[src/rtl/dnn_seq_pkg.sv]
// Shared types and command-field layout for the DNN phase sequencer.
// Latency: n/a (declarations only).
// Backpressure: n/a.
package dnn_seq_pkg;

  typedef enum logic [3:0] {
    OP_NOP = 4'd0,
    OP_FWD = 4'd1,
    OP_BWD = 4'd2,
    OP_UPD = 4'd3
  } op_e;

  typedef enum logic [1:0] {
    ST_IDLE  = 2'd0,
    ST_ISSUE = 2'd1,
    ST_DRAIN = 2'd2,
    ST_DONE  = 2'd3
  } state_e;

  // Command word layout: [15:12] op, [11:8] layer, [7:4] rd_bank, [3:0] wr_bank.
  localparam int CMD_FLD_W     = 4;
  localparam int CMD_OP_LSB    = 12;
  localparam int CMD_LAYER_LSB = 8;
  localparam int CMD_RDB_LSB   = 4;
  localparam int CMD_WRB_LSB   = 0;

  // Only opcodes 0..3 are defined; everything above is rejected with err.
  function automatic logic op_is_legal(input logic [CMD_FLD_W-1:0] op);
    return (op <= 4'd3);
  endfunction

endpackage

[src/rtl/seq_delay_line.sv]
// Enable-gated shift register aligning read-cycle control with the datapath.
// Latency: exactly LAT enabled cycles from din_i to dout_o.
// Backpressure: enable low freezes every stage; nothing is dropped or duplicated.
module seq_delay_line #(
  parameter int W   = 11,
  parameter int LAT = 3
) (
  input  logic         clk,
  input  logic         reset,
  input  logic         enable,
  input  logic [W-1:0] din_i,
  output logic [W-1:0] dout_o
);

  logic [LAT-1:0][W-1:0] stg_q;

  // Shift one stage per enabled cycle; stage 0 captures the read-cycle control.
  always_ff @(posedge clk or posedge reset) begin
    if (reset) begin
      stg_q <= '0;
    end else if (enable) begin
      stg_q[0] <= din_i;
      for (int i = 1; i < LAT; i++) begin
        stg_q[i] <= stg_q[i-1];
      end
    end
  end

  assign dout_o = stg_q[LAT-1];

endmodule

[src/rtl/dnn_phase_sequencer.sv]
// Command-driven FWD/BWD/UPD pass sequencer over a ROWS x COLS tile (optional PERF_CNT_EN perf counters).
// Latency: reads start the cycle after accept; done follows the last write (FWD/BWD: 96+LAT+2, UPD: 96+LAT+1).
// Backpressure: one command at a time (cmd_ready only in IDLE); enable low freezes everything and gates all strobes.
module dnn_phase_sequencer
  import dnn_seq_pkg::*;
#(
  parameter int ROWS   = 8,
  parameter int COLS   = 12,
  parameter int ADDR_W = 8,
  parameter int LAT    = 3
) (
  input  logic              clk,
  input  logic              reset,
  input  logic              enable,
  input  logic              cmd_valid,
  output logic              cmd_ready,
  input  logic [31:0]       cmd,
  output logic              rd_en,
  output logic [ADDR_W-1:0] rd_addr,
  output logic [3:0]        rd_bank,
  output logic              wr_en,
  output logic [ADDR_W-1:0] wr_addr,
  output logic [3:0]        wr_bank,
  output logic              acc_clear,
  output logic              acc_en,
  output logic [3:0]        layer,
  output logic              busy,
  output logic              done,
  output logic              err
`ifdef PERF_CNT_EN
  ,
  output logic [31:0]       perf_busy_cycles,
  output logic [31:0]       perf_cmds
`endif
);

  localparam int RW = (ROWS > 1) ? $clog2(ROWS) : 1;
  localparam int CW = (COLS > 1) ? $clog2(COLS) : 1;
  localparam int DW = $clog2(LAT + 1);
  localparam int DLW = ADDR_W + 3;
  localparam logic [RW-1:0] ROW_LAST = RW'(ROWS - 1);
  localparam logic [CW-1:0] COL_LAST = CW'(COLS - 1);

  state_e            state_q;
  op_e               op_q;
  logic [RW-1:0]     row_q, row_d;
  logic [CW-1:0]     col_q, col_d;
  logic [DW-1:0]     drain_q;
  logic              err_q;
  logic [3:0]        layer_q, rd_bank_q, wr_bank_q;
  logic              wr_post_q;
  logic [ADDR_W-1:0] wr_addr_post_q;

  logic [CMD_FLD_W-1:0] op_fld;
  logic                 cmd_unused;
  logic                 issuing, last_elem, grp_first, grp_last, is_upd, is_bwd;
  logic [ADDR_W-1:0]    grp_addr;
  logic [DLW-1:0]       dl_in, dl_out;
  logic                 dl_acc, dl_clr, dl_wr;
  logic [ADDR_W-1:0]    dl_addr;

  assign op_fld     = cmd[CMD_OP_LSB +: CMD_FLD_W];
  assign cmd_unused = ^cmd[31:16];

  assign issuing   = (state_q == ST_ISSUE);
  assign is_upd    = (op_q == OP_UPD);
  assign is_bwd    = (op_q == OP_BWD);
  assign last_elem = (row_q == ROW_LAST) && (col_q == COL_LAST);
  // A group is a row for FWD/UPD and a column for BWD.
  assign grp_first = is_bwd ? (row_q == '0) : (col_q == '0);
  assign grp_last  = is_bwd ? (row_q == ROW_LAST) : (col_q == COL_LAST);
  assign grp_addr  = is_bwd ? ADDR_W'(col_q) : ADDR_W'(row_q);

  assign rd_addr   = ADDR_W'(row_q) * ADDR_W'(COLS) + ADDR_W'(col_q);
  assign cmd_ready = enable && !reset && (state_q == ST_IDLE);
  assign rd_en     = enable && issuing;
  assign busy      = (state_q != ST_IDLE);
  assign done      = enable && (state_q == ST_DONE);
  assign err       = enable && err_q;
  assign layer     = layer_q;
  assign rd_bank   = rd_bank_q;
  assign wr_bank   = wr_bank_q;

  // Advance the tile walk: column inner for FWD/UPD, row inner for BWD, wrapping at the ends.
  always_comb begin
    row_d = row_q;
    col_d = col_q;
    if (is_bwd) begin
      if (row_q == ROW_LAST) begin
        row_d = '0;
        col_d = (col_q == COL_LAST) ? '0 : col_q + 1'b1;
      end else begin
        row_d = row_q + 1'b1;
      end
    end else begin
      if (col_q == COL_LAST) begin
        col_d = '0;
        row_d = (row_q == ROW_LAST) ? '0 : row_q + 1'b1;
      end else begin
        col_d = col_q + 1'b1;
      end
    end
  end

  // Pass FSM: accept/decode, issue reads, drain the pipeline, pulse done.
  always_ff @(posedge clk or posedge reset) begin
    if (reset) begin
      state_q   <= ST_IDLE;
      op_q      <= OP_NOP;
      row_q     <= '0;
      col_q     <= '0;
      drain_q   <= '0;
      err_q     <= 1'b0;
      layer_q   <= '0;
      rd_bank_q <= '0;
      wr_bank_q <= '0;
    end else if (enable) begin
      err_q <= 1'b0;
      case (state_q)
        ST_IDLE: begin
          if (cmd_valid) begin
            layer_q   <= cmd[CMD_LAYER_LSB +: CMD_FLD_W];
            rd_bank_q <= cmd[CMD_RDB_LSB +: CMD_FLD_W];
            wr_bank_q <= cmd[CMD_WRB_LSB +: CMD_FLD_W];
            if (op_is_legal(op_fld)) begin
              op_q    <= op_e'(op_fld);
              state_q <= (op_fld == OP_NOP) ? ST_DONE : ST_ISSUE;
            end else begin
              err_q <= 1'b1;
            end
          end
        end
        ST_ISSUE: begin
          row_q <= row_d;
          col_q <= col_d;
          if (last_elem) begin
            state_q <= ST_DRAIN;
            // FWD/BWD writes trail the delay line by one extra register.
            drain_q <= is_upd ? DW'(LAT - 1) : DW'(LAT);
          end
        end
        ST_DRAIN: begin
          if (drain_q == '0) begin
            state_q <= ST_DONE;
          end else begin
            drain_q <= drain_q - 1'b1;
          end
        end
        default: begin
          state_q <= ST_IDLE;
        end
      endcase
    end
  end

  assign dl_in = {issuing,
                  issuing && !is_upd && grp_first,
                  issuing && (is_upd || grp_last),
                  is_upd ? rd_addr : grp_addr};

  seq_delay_line #(
    .W   (DLW),
    .LAT (LAT)
  ) u_delay (
    .clk    (clk),
    .reset  (reset),
    .enable (enable),
    .din_i  (dl_in),
    .dout_o (dl_out)
  );

  assign {dl_acc, dl_clr, dl_wr, dl_addr} = dl_out;

  // Group results are written one cycle after the group's final accumulate lands.
  always_ff @(posedge clk or posedge reset) begin
    if (reset) begin
      wr_post_q      <= 1'b0;
      wr_addr_post_q <= '0;
    end else if (enable) begin
      wr_post_q      <= dl_wr && !is_upd;
      wr_addr_post_q <= dl_addr;
    end
  end

  assign acc_en    = enable && dl_acc;
  assign acc_clear = enable && dl_clr;
  assign wr_en     = enable && (is_upd ? dl_wr : wr_post_q);
  assign wr_addr   = is_upd ? dl_addr : wr_addr_post_q;

`ifdef PERF_CNT_EN
  logic [31:0] perf_busy_q, perf_cmds_q;

  // Saturating activity counters: busy enabled cycles and accepted legal commands.
  always_ff @(posedge clk or posedge reset) begin
    if (reset) begin
      perf_busy_q <= '0;
      perf_cmds_q <= '0;
    end else if (enable) begin
      if (busy && (perf_busy_q != 32'hFFFF_FFFF)) begin
        perf_busy_q <= perf_busy_q + 1'b1;
      end
      if (cmd_ready && cmd_valid && op_is_legal(op_fld) && (perf_cmds_q != 32'hFFFF_FFFF)) begin
        perf_cmds_q <= perf_cmds_q + 1'b1;
      end
    end
  end

  assign perf_busy_cycles = perf_busy_q;
  assign perf_cmds        = perf_cmds_q;
`endif

endmodule

[config.mk]
export PLATFORM = sky130hd
export DESIGN_NAME = dnn_phase_sequencer
export DESIGN_NICKNAME = d
export VERILOG_FILES = /design/src/rtl/dnn_seq_pkg.sv /design/src/rtl/seq_delay_line.sv /design/src/rtl/dnn_phase_sequencer.sv
export SDC_FILE = /design/constraint.sdc
export NUM_CORES = 1
export LEC_CHECK = 0
export CORE_UTILIZATION = 30
export DETAILED_ROUTE_END_ITERATION = 12
export HOLD_SLACK_MARGIN = 0.02
export PLACE_DENSITY_LB_ADDON = 0.08
export SLEW_MARGIN = 20
export SYNTH_ARGS = -nofsm -noshare
export SYNTH_HDL_FRONTEND = slang
export SYNTH_SLANG_ARGS = --single-unit
[constraint.sdc]
create_clock -name clk -period 4.05 [get_ports clk]
set_input_delay 1.0125 -clock clk [delete_from_list [all_inputs] [get_ports clk]]
set_output_delay 1.0125 -clock clk [all_outputs]
set_load 0.01 [all_outputs]
Yosys cells after proc, flatten, opt, wreduce, memory -nomap -nowiden

Index checks and enable logic that the tools add are counted.
W data, S select, Z words.

Register bits after elaboration: 70
Input port bits: 36
Output and inout port bits: 36
Word-level logic and storage cells: 88

$add $sub $neg: 4
$mul: 1
Magnitude comparators: 1
Equality and inequality tests: 13
Muxes and demuxes: 25
Reduce and logical (&&, ||, !) cells: 30

Operator list:

| operator              | count |
|---|---|
| $mux W4               | 4 |
| $mux W8               | 2 |
| $mux W2               | 7 |
| $logic_and A1 B1 Y1   | 13 |
| $mux W3               | 3 |
| $reduce_and A3 Y1     | 3 |
| $add A7 B4 Y8         | 1 |
| $eq A4 B2 Y1 const B  | 2 |
| $logic_not A4 Y1      | 2 |
| $reduce_and A4 Y1     | 2 |
| $mux W1               | 7 |
| $ne A2 B1 Y1 const B  | 3 |
| $ne A2 B2 Y1 const B  | 3 |
| $pmux W2 S3           | 1 |
| $reduce_bool A2 Y1    | 3 |
| $mul A3 B2 Y5 const B | 1 |
| $reduce_and A5 Y1     | 1 |
| $add A4 B1 Y4 const B | 1 |
| $eq A2 B2 Y1 const B  | 2 |
| $eq A4 B4 Y1 const B  | 1 |
| $le A4 B2 Y1 const B  | 1 |
| $logic_not A2 Y1      | 2 |
| $pmux W2 S2           | 1 |
| $add A3 B1 Y3 const B | 1 |
| other kinds (6)       | 7 |

Depth between registers and ports, before layout

Depth in word-level cells: 5
Depth in mapped cells: 7
Depth with buffers taken out: 7

Cells and area by module

A second synthesis with hierarchy kept.

Cell total of the unflattened synthesis: 278
Area, all modules: 3617.2 um^2

Modules (own cells, without submodules):

| module              | times used | cells an instance | area an instance (um^2) | sequential area each (um^2) |
|---|---|---|---|---|
| dnn_phase_sequencer | 1          | 196               | 2149.6                  | 925.9 |
| seq_delay_line      | 1          | 82                | 1467.7                  | 825.8 |

Least setup slack after synthesis

OpenSTA, ideal clock, no wires.

Path type: input -> output
Start point: input port reset
End point: output port cmd_ready
Data arrival time: 2.846 ns
Required time: 3.038 ns
Slack: 0.191 ns
Cell stages on the path: 2
Buffers on the path: 0
Cell sequence: inv_1 and3_1

Cells in the longest elaborated chain, start to end: 3

RTL lines:

| element                           | RTL line                  | RTL |
|---|---|---|
| from (decl)                       | dnn_phase_sequencer.sv:13 | `input logic reset,` |
| $logic_not A1 Y1 (no source line) | -                         |  |
| $logic_and A1 B1 Y1 (2 in series) | dnn_phase_sequencer.sv:75 | `assign cmd_ready = enable && !reset && (state_q == ST_IDLE);` |
| to (decl)                         | dnn_phase_sequencer.sv:16 | `output logic cmd_ready,` |

No other way between the ends.

Worst setup path in the final report

Start point: register row_q[1]
End point: output port rd_addr[4]

Cells in the longest elaborated chain, start to end: 2

RTL lines:

| element                | RTL line                   | RTL |
|---|---|---|
| from (decl)            | dnn_phase_sequencer.sv:46  | `logic [RW-1:0] row_q, row_d;` |
| from (signal assigned) | dnn_phase_sequencer.sv:134 | `row_q <= row_d;` |
| $mul A3 B2 Y5          | dnn_phase_sequencer.sv:74  | `assign rd_addr = ADDR_W'(row_q) * ADDR_W'(COLS) + ADDR_W'(col_q);` |
| $add A7 B4 Y8          | dnn_phase_sequencer.sv:74  |  |
| to (decl)              | dnn_phase_sequencer.sv:19  | `output logic [ADDR_W-1:0] rd_addr,` |

No other way between the ends.

==> flow_summary.yaml <==
setup_path:
  path_class: "reg2out"
  crit_path_end_kind: "output pin"
  worst-endpoint-arrival_ps: 2560
  path_max_fanout: 5
  cp.required_ps: 3040
  critPathLaunchType: "flip-flop"
timing:
  min_period_over_period_pct: 88.2
  min_period_ps: 3570
  rsz0062_at_grt: "no"
  fin_setup_tns_ps: 0
  worstMarginPinSlew_ps: 912
  whs_ps: 498
  slew-limit-headroom_pct: 39.2
  finalHoldViolations: 0
  finalClockSkew_ps: 8.57
  fmax_mhz: 280
  report.final.slew_viol_count: 0
  finalSetupViolCount: 0
layout:
  num_antenna_cells: 0
  nets: 395
  final_cells: 488
  fin_util_pct: 39.0
  syn2layout_area_growth_pct: 26.5
  stdcell_area_sq_um: 4250
  most-common-layout-cells: "dfrtp_1, clkdlybuf4s50_1, mux2_2"
  layout-drive-gt1-share_pct: 23.3
  final_common_cell: "dfrtp_1"
cts:
  cts.sinks: 70
  postCtsSetupBuffers: 0
  numCtsBuffers: 9
  root_buffer: "clkbuf_8"
  insertion_delay_ps: 350
  clk_path_buf_depth: 2
  cts_tree: "yes"
  ctsResizeCount: 0
  clk_pin_slew_worst_paths_ps: 80
  htreeDepth: 3
  hold_buffers: 0
routing:
  avgViaCountPerCell: 4.47
  drt-initial-drc-count: 73
  drc: 0
  avgRoutedWirePerCell_um: 13.4
  wirelength_mm: 6.55
  dr.pass1.iters: 4
  vias: 2181
  antenna_left: 0
place:
  port_buffers: 55
  gp_congestion: 0.728
  hpwl_mm: 4.47
  postPlaceCellArea_sq_um: 4040
  dp_cells: 472
run:
  drv_cap: 0
logic_synthesis:
  netlist_area_sq_um: 3360
  yosys_warnings: 0
  ys_types: 43
  synth_area_per_cell_sq_um: 11.7
  ys_seq_area_share_pct: 52.1
  ys_async_sr_fraction_pct: 100
  syn-instance-count: 286
  synth_edf_count: 0
  ys_ff_latch: 70
  synth_nets: 338
  synth_top_flop_cell: "dfrtp_1"
floorplanning:
  initial_utilization_pct: 30.9
  die_x_um: 108
  dieHeight_um: 108
  rows: 38
  dieArea_sq_um: 11600
  core_sq_um: 10900
  ios: 72
pwr:
  p_clk_share_pct: 18.5
  power.share.switching_pct: 35.1
  leakagePower_nw: 1.93
  p_int_mw: 2.08
  p_comb_share_pct: 44.9
  p_sw_mw: 1.12
  power-per-cell-area_nw_per_um2: 753
  peakVddDrop_uv: 326
  seqPwrFrac_pct: 36.6
grt:
  grt_usage_pct: 12.6
  grt_pass1_vias: 2159
  grt_pass1_wl_mm: 11.0
  grt_max_degree: 71
  busiest_layer: "met2"
  grt_use_met3_pct: 2.48
  antenna_found_initial: 0
  grtUsageMet2_pct: 18.3
  grt-ovfl-total: 0
  grtUsageMet1_pct: 17.6
min_path:
  hold_path.class: "reg2reg"
run_status:
  status: "finished clean"
==> cells in the mapped netlist, types with 2 or more instances <==
cell type  number  area share [%]
buf_2           3            0.45
o211ai_1        3            0.67
nand2_1        30             3.4
nor3b_1         2            0.45
a31o_2          2            0.52
nor2b_1         4            0.74
a31oi_1         2            0.37
a21oi_1         8             1.2
xnor2_1         3            0.78
clkbuf_1        7            0.78
o22ai_1         3            0.56
inv_1          22             2.5
ha_1           14             5.2
o21ai_0         9             1.3
mux2_2         49              16
and2_1          5            0.93
buf_4           2            0.45
dfrtp_1        70              52
and3_1          2            0.37
or3b_1          2            0.52
nand2b_1        2            0.37
nor2_1         13             1.5
nand3_1         7             1.0
mux2i_1         2            0.60
fa_1            2             1.2
==> stage by stage <==
| step | total power, mW | setup WS [ps] |
|---|---|---|
| final | 3.20 | 479 |
| after global routing | 3.46 | 269 |
| after CTS | 3.26 | 399 |
| after detailed placement | 2.66 | 793 |
| after global placement | 2.63 | 790 |
| after floorplan | 2.04 | 191 |
==> final timing paths <==
kind / to / slack, ps / start / cells after the start
hold reg to reg: drain_q[1]$_DFFE_PP0P_ / 500 / drain_q[1]$_DFFE_PP0P_ / 1
min in group asynchronous: rd_bank[2]$_DFFE_PP0P_ / 1290 / reset / 3
hold / removal: drain_q[1]$_DFFE_PP0P_ / 500 / drain_q[1]$_DFFE_PP0P_ / 1
max in group asynchronous: u_delay.stg_q[0]$_DFFE_PP0P_ / 2150 / reset / 3
setup / recovery: rd_addr[4] / 480 / row_q[1]$_DFFE_PP0P_ / 5
setup reg to reg: op_q[0]$_DFFE_PP0P_ / 1900 / state_q[1]$_DFFE_PP0P_ / 5
==> final cells by class <==
type,count,area (sq um)
tap,140,175
multi-input combinational,181,1460
clock buffer,10,138
fill,1048,6640
inverter,22,82.6
clock inverter,6,70.1
sequential,70,1750
timing repair buffer,59,576
==> worst max-delay path, stage by stage, from the launching register on <==
cell             delay (ps)
dfrtp_1                 400
inv_1                   180
ha_1                    310
fa_1                    440
xnor2_1                 290
clkdlybuf4s50_1         590
==> power groups by stage <==
stage	Sequential (mW)	Clock, mW	Combinational, mW
6_report	1.17	0.591	1.44
5_1_grt	1.22	0.648	1.60
4_1_cts	1.17	0.617	1.47
3_5_place_dp	1.19	0	1.47
3_3_place_gp	1.18	0	1.46
2_1_floorplan	1.15	0	0.882
==> sequential cells by signal (all words and copies together) (netlist names) <==
signal and count:
layer 4, col_q 4, drain_q 2, row_q 3, u_delay.dout_o 11, state_q 2, op_q 4, rd_bank 4
err_q 1, wr_bank 4, u_delay.stg_q 22, wr_addr_post_q 8, wr_post_q 1
==> kinds of logic after synthesis <==
family          share of synthesized area [%]
compound gates                           6.33
buf+inv                                  4.47
xor+xnor                                 1.04
flops                                    52.1
mux                                      17.8
fa+ha+maj                                6.41
simple gates                             11.8
==> per-layer routing <==
layer	routed length, um	up-vias
met4	91	0
met2	2930	26
met3	169	8
met5	0	-
li1	-	1087
met1	3360	1060
(Power assumes the default switching activity.)
